==> config.mk <==
export PLATFORM = sky130hd
export DESIGN_NAME = mem_bus_arbiter
export DESIGN_NICKNAME = d
export VERILOG_FILES = /design/src/rtl/bus_defs.sv /design/src/rtl/rr_pick4.sv /design/src/rtl/mem_bus_arbiter.sv
export SDC_FILE = /design/constraint.sdc
export NUM_CORES = 1
export LEC_CHECK = 0
export ABC_AREA = 1
export ABC_CLOCK_PERIOD_IN_PS = 1750
export BUFFER_PORTS_ARGS = -buffer_cell sky130_fd_sc_hd__buf_4
export CORE_ASPECT_RATIO = 1.5
export CORE_MARGIN = 2
export CORE_UTILIZATION = 51
export DETAILED_ROUTE_END_ITERATION = 7
export GPL_TIMING_DRIVEN = 0
export MAX_ROUTING_LAYER = met4
export PLACE_DENSITY = 0.74
export SLEW_MARGIN = 15
export SYNTH_ARGS = -nofsm -noshare
export SYNTH_HDL_FRONTEND = slang
export SYNTH_SLANG_ARGS = --single-unit
==> constraint.sdc <==
create_clock -name clk -period 1.75 [get_ports clk]
set_input_delay 0.35 -clock clk [delete_from_list [all_inputs] [get_ports clk]]
set_output_delay 0.35 -clock clk [all_outputs]
set_load 0.005 [all_outputs]
==> src/rtl/bus_defs.sv <==
`default_nettype none
// ============================================================================
//  Module      : bus_defs (package)
//  Description : Shared definitions for the shared memory bus arbiter:
//                requester count, FSM state encodings and a one-hot helper.
//  Revision    : 1.0 - initial release
// ============================================================================
package bus_defs;

  localparam int NREQ = 4;

  typedef enum logic [1:0] {
    ST_IDLE   = 2'd0,
    ST_ACCESS = 2'd1,
    ST_DONE   = 2'd2
  } state_t;

  // Decode a requester index into its one-hot grant/ack vector.
  function automatic logic [NREQ-1:0] onehot4(input logic [1:0] idx);
    logic [NREQ-1:0] v;
    v      = '0;
    v[idx] = 1'b1;
    return v;
  endfunction

endpackage
`default_nettype wire

==> src/rtl/rr_pick4.sv <==
`default_nettype none
// ============================================================================
//  Module      : rr_pick4
//  Description : Combinational 4-way round-robin priority encoder. Searches
//                last+1, last+2, last+3, last (mod 4) and returns the first
//                requester found.
//  Ports       : req[3:0]   - request vector
//                last[1:0]  - most recently granted requester
//                winner[1:0]- selected requester (== last when none pending)
//                any        - at least one request pending
//  Revision    : 1.0 - initial release
// ============================================================================
import bus_defs::*;

module rr_pick4 (
  input  logic [NREQ-1:0] req,
  input  logic [1:0]      last,
  output logic [1:0]      winner,
  output logic            any
);

  logic [1:0] w_idx;
  logic       w_found;

  always_comb begin
    winner  = last;
    w_found = 1'b0;
    w_idx   = last;
    // k = 4 wraps to last itself, so the previous winner is checked last.
    for (int k = 1; k <= NREQ; k++) begin
      w_idx = last + k[1:0];
      if (!w_found && req[w_idx]) begin
        winner  = w_idx;
        w_found = 1'b1;
      end
    end
  end

  assign any = |req;

endmodule
`default_nettype wire

==> src/rtl/mem_bus_arbiter.sv <==
`default_nettype none
// ============================================================================
//  Module      : mem_bus_arbiter
//  Description : Round-robin arbiter/sequencer for one shared memory bus with
//                four requesters. Grants one requester, holds the grant for
//                WAIT_CYCLES+1 bus cycles (stretched by mem_wait), then pulses
//                a one-cycle ack. All outputs are registered.
//  Ports       : clk      - system clock
//                rst      - synchronous active-high reset
//                req[3:0] - requests, held until ack
//                mem_wait - memory stall, freezes the access counter
//                sel[1:0] - granted requester index (external mux select)
//                gnt[3:0] - one-hot grant while busy
//                mem_en   - bus cycle active
//                ack[3:0] - one-cycle completion pulse
//                busy     - high in ACCESS and DONE
//  Revision    : 1.0 - initial release
// ============================================================================
import bus_defs::*;

module mem_bus_arbiter #(
  parameter int WAIT_CYCLES = 2,
  parameter int CNT_WIDTH   = 4
) (
  input  logic            clk,
  input  logic            rst,
  input  logic [NREQ-1:0] req,
  input  logic            mem_wait,
  output logic [1:0]      sel,
  output logic [NREQ-1:0] gnt,
  output logic            mem_en,
  output logic [NREQ-1:0] ack,
  output logic            busy
);

  state_t                r_state,  w_state_nxt;
  logic [1:0]            r_sel,    w_sel_nxt;
  logic [NREQ-1:0]       r_gnt,    w_gnt_nxt;
  logic                  r_mem_en, w_mem_en_nxt;
  logic [NREQ-1:0]       r_ack,    w_ack_nxt;
  logic                  r_busy,   w_busy_nxt;
  logic [1:0]            r_last,   w_last_nxt;
  logic [CNT_WIDTH-1:0]  r_cnt,    w_cnt_nxt;

  logic [1:0]            w_winner;
  logic                  w_any;

  rr_pick4 u_pick (
    .req    (req),
    .last   (r_last),
    .winner (w_winner),
    .any    (w_any)
  );

  always_ff @(posedge clk) begin
    if (rst) begin
      r_state  <= ST_IDLE;
      r_sel    <= 2'b00;
      r_gnt    <= '0;
      r_mem_en <= 1'b0;
      r_ack    <= '0;
      r_busy   <= 1'b0;
      r_last   <= 2'd3;   // requester 0 gets first priority after reset
      r_cnt    <= '0;
    end else begin
      r_state  <= w_state_nxt;
      r_sel    <= w_sel_nxt;
      r_gnt    <= w_gnt_nxt;
      r_mem_en <= w_mem_en_nxt;
      r_ack    <= w_ack_nxt;
      r_busy   <= w_busy_nxt;
      r_last   <= w_last_nxt;
      r_cnt    <= w_cnt_nxt;
    end
  end

  always_comb begin
    w_state_nxt  = r_state;
    w_sel_nxt    = r_sel;
    w_gnt_nxt    = r_gnt;
    w_mem_en_nxt = r_mem_en;
    w_ack_nxt    = '0;
    w_busy_nxt   = r_busy;
    w_last_nxt   = r_last;
    w_cnt_nxt    = r_cnt;

    case (r_state)
      ST_IDLE: begin
        // sel is only updated here, so it stays put for the whole busy window.
        if (w_any) begin
          w_state_nxt  = ST_ACCESS;
          w_sel_nxt    = w_winner;
          w_gnt_nxt    = onehot4(w_winner);
          w_mem_en_nxt = 1'b1;
          w_busy_nxt   = 1'b1;
          w_last_nxt   = w_winner;
          w_cnt_nxt    = CNT_WIDTH'(WAIT_CYCLES);
        end
      end
      ST_ACCESS: begin
        if (mem_wait) begin
          w_state_nxt = ST_ACCESS;
        end else if (r_cnt != '0) begin
          w_cnt_nxt = r_cnt - 1'b1;
        end else begin
          w_state_nxt  = ST_DONE;
          w_mem_en_nxt = 1'b0;
          w_ack_nxt    = onehot4(r_sel);
        end
      end
      ST_DONE: begin
        w_state_nxt = ST_IDLE;
        w_gnt_nxt   = '0;
        w_busy_nxt  = 1'b0;
      end
      default: begin
        w_state_nxt  = ST_IDLE;
        w_gnt_nxt    = '0;
        w_mem_en_nxt = 1'b0;
        w_busy_nxt   = 1'b0;
      end
    endcase
  end

  assign sel    = r_sel;
  assign gnt    = r_gnt;
  assign mem_en = r_mem_en;
  assign ack    = r_ack;
  assign busy   = r_busy;

endmodule
`default_nettype wire

==> reports/metrics.yaml <==
num_vias: 1002
synth-simple-area-share: 0.399
wl_per_cell_microns: 11.0
crit_type: "register to register"
relSlewSlack: 0.707
power_mw: 1.86
htreeDepth: 1
rr_worst_depth: 11
postSynthAreaPerCell_sq_um: 7.15
synthDistinctLibCells: 24
mappedNetlistArea_sq_um: 1100
place_congestion: 0.868
critPathMaxFanout: 9
cts_buffers: 3
hold_ws_ns: 0.334
critical_path_arrival_ns: 1.67
chipWidth_microns: 41.9
synthMuxAreaShare: 0
ff_latch_area_sq_um: 400
fin_crit_ns: 1.48
leakage_nw: 0.638
worst_pin_slew_ns: 0.439
rr_startpoint: "r_last[0]$_SDFFE_PP1P_"
drv_cap: 0
clk_latency_ns: 0.31
synth_top_family_by_area: "simple AND/OR/NAND/NOR gates"
hold_buffers: 0
min_period_over_period: 0.845
grt_max_degree: 12
first_global_vias: 990
critPathCapture: "gnt[2]$_SDFFE_PP0P_"
rrSetupSlack_ns: 0.27
yosys.area_share.adder: 0.0227
cts-root-buf: "clkbuf_4"
post_cts_buffers: 0
synth-seq-cells: 20
cts_buffer_depth: 2
dp_slack_ns: 0.242
synth.net_count: 163
ios: 19
fin_nets: 185
ys_seq_area_frac: 0.364
gr-usage-all-layers: 0.201
die_h_microns: 60.9
powerDensity_nw_per_um2: 1440
grt_pass1_wl_microns: 3830
post_cts_resized: 0
rows: 20
setup_ws_ns: 0.272
ys_warn_count: 0
portBuffers: 17
drt_iter0_markers: 17
slew_viol_final: 0
rsz0062_at_grt: "false"
drive_above_1_share: 0.263
hold_violations: 0
start_util: 0.543
worstSetupStartpointType: "register"
tritoncts: "built"
drt_wl_total_microns: 2170
synth-compound-area-share: 0.106
via_per_inst: 5.09
min_path_type: "primary input to register"
num_antenna_cells: 0
worst_clock_skew_ns: 0.00126
clkSinkCount: 20
drc_errors: 0
required_ns: 1.94
yosys.area_share.xor_xnor: 0
core_sq_um: 2030
fillerInstances: 187
area_growth_pct: 17.4
dieArea_sq_um: 2550
multi_input_area_sq_um: 581
synth_top_cell_by_area: "dfxtp_1"
stdcell_area_sq_um: 1290
setup_violations: 0
tns_ns: 0
fmax_mhz: 677
max-vdd-ir-drop_v: 0.000688
yosys-top-cells-area: "dfxtp_1 36%, nand2_1 11%, inv_1 7.8%"
grt-ovfl-total: 0
critPathCaptureType: "register"
dp_hpwl_microns: 1740
antenna_found_initial: 0
clkSlewWorstSetupHoldPaths_ns: 0.11
synth_cells: 154
status: "complete, no violations"
placed_area_sq_um: 1260
detail-route-antenna-nets: 0
r2r_end: "gnt[2]$_SDFFE_PP0P_"
cp-startpoint: "r_last[0]$_SDFFE_PP1P_"
first_pass_iters: 4
yosysTopAreaCellShare: 0.364
[placed cells by master (no fill, tap or decap), types with 2 or more instances in the layout]
| cell | count |
|---|---|
| nor3_1 | 8 |
| a21oi_1 | 8 |
| a31oi_1 | 2 |
| nand2_4 | 4 |
| inv_1 | 23 |
| nand2_2 | 12 |
| o211ai_1 | 3 |
| dfxtp_1 | 20 |
| o21ai_0 | 5 |
| inv_2 | 2 |
| nand3_1 | 9 |
| buf_4 | 17 |
| ha_1 | 2 |
| nor2_1 | 12 |
| clkbuf_4 | 3 |
| nand2_1 | 33 |
| nor3b_1 | 2 |
[how the worst min path moves through the flow]
stage,startpoint,end,slack [ns],depth (start not counted)
final,mem_wait,r_state[1]$_SDFFE_PP0P_,0.33,4
after global routing,mem_wait,r_state[1]$_SDFFE_PP0P_,0.37,4
after CTS,mem_wait,r_state[1]$_SDFFE_PP0P_,0.33,4
after detailed placement,mem_en$_SDFFE_PP0P_,mem_en$_SDFFE_PP0P_,0.46,2
after global placement,mem_en$_SDFFE_PP0P_,mem_en$_SDFFE_PP0P_,0.45,2
after floorplan,r_cnt[0]$_SDFFE_PP0P_,r_cnt[0]$_SDFFE_PP0P_,0.46,2
[where the power goes]
group / internal [mW] / leakage (nW) / switching [mW] / total (mW)
registers: 0.550 / 0.164 / 0.0657 / 0.616
clock network: 0.127 / 0.0210 / 0.144 / 0.271
logic: 0.381 / 0.452 / 0.596 / 0.977
total: 1.06 / 0.638 / 0.805 / 1.86
[flip-flops by register name, indices dropped and copies added, names as in the netlist]
signal and cells:
sel 2, mem_en 1, r_state 2, r_last 2, busy 1, r_cnt 4
ack 4, gnt 4
[synth_stat cells (all sizes together)]
master  instances
nor2           14
nor3b           2
nand2          49
inv            26
ha              2
nor3            9
a21oi           9
o21ai           5
o211ai          3
a31oi           2
clkbuf          1
dfxtp          20
buf             1
nand4           1
nand3          10
[logic make-up (layout without fill, tap and decap cells)]
| kind of cell | count (synthesis) | count (layout) |
|---|---|---|
| buf+inv | 28 | 49 |
| fa+ha+maj | 2 | 2 |
| compound gates | 19 | 19 |
| flops | 20 | 20 |
| simple gates | 85 | 85 |
[cell type report]
type                            count  area share
Buffer                              2      0.0116
Clock buffer                        4      0.0281
Inverter                           26      0.0813
Multi-Input combinational cell    106       0.449
Sequential cell                    20       0.310
Tap cell                           22      0.0213
Timing Repair Buffer               17      0.0987
[critical path, stage by stage (launching register included)]
cell,delay [ns]
dfxtp_1,0.33
buf_6,0.14
inv_8,0.08
nand2_2,0.05
nand2_2,0.08
nand2_1,0.12
nor3_4,0.26
inv_2,0.05
nand2_2,0.06
nor2_1,0.05
nor2_1,0.09
nor2_1,0.04
[layer usage]
layer / up-vias / track usage / wire length, microns
li1: 529 / - / -
met1: 457 / 0.197 / 864
met2: 12 / 0.393 / 1210
met3: 4 / 0.0119 / 64
met4: 0 / 0.111 / 28
met5: - / - / 0
[metrics by stage]
stage | util | instances
after floorplan | - | 154
after global placement | 0.620 | 193
after detailed placement | 0.620 | 193
after CTS | 0.638 | 197
after global routing | 0.638 | 197
final | 0.638 | 197
Power figures use the tool's default switching activity.
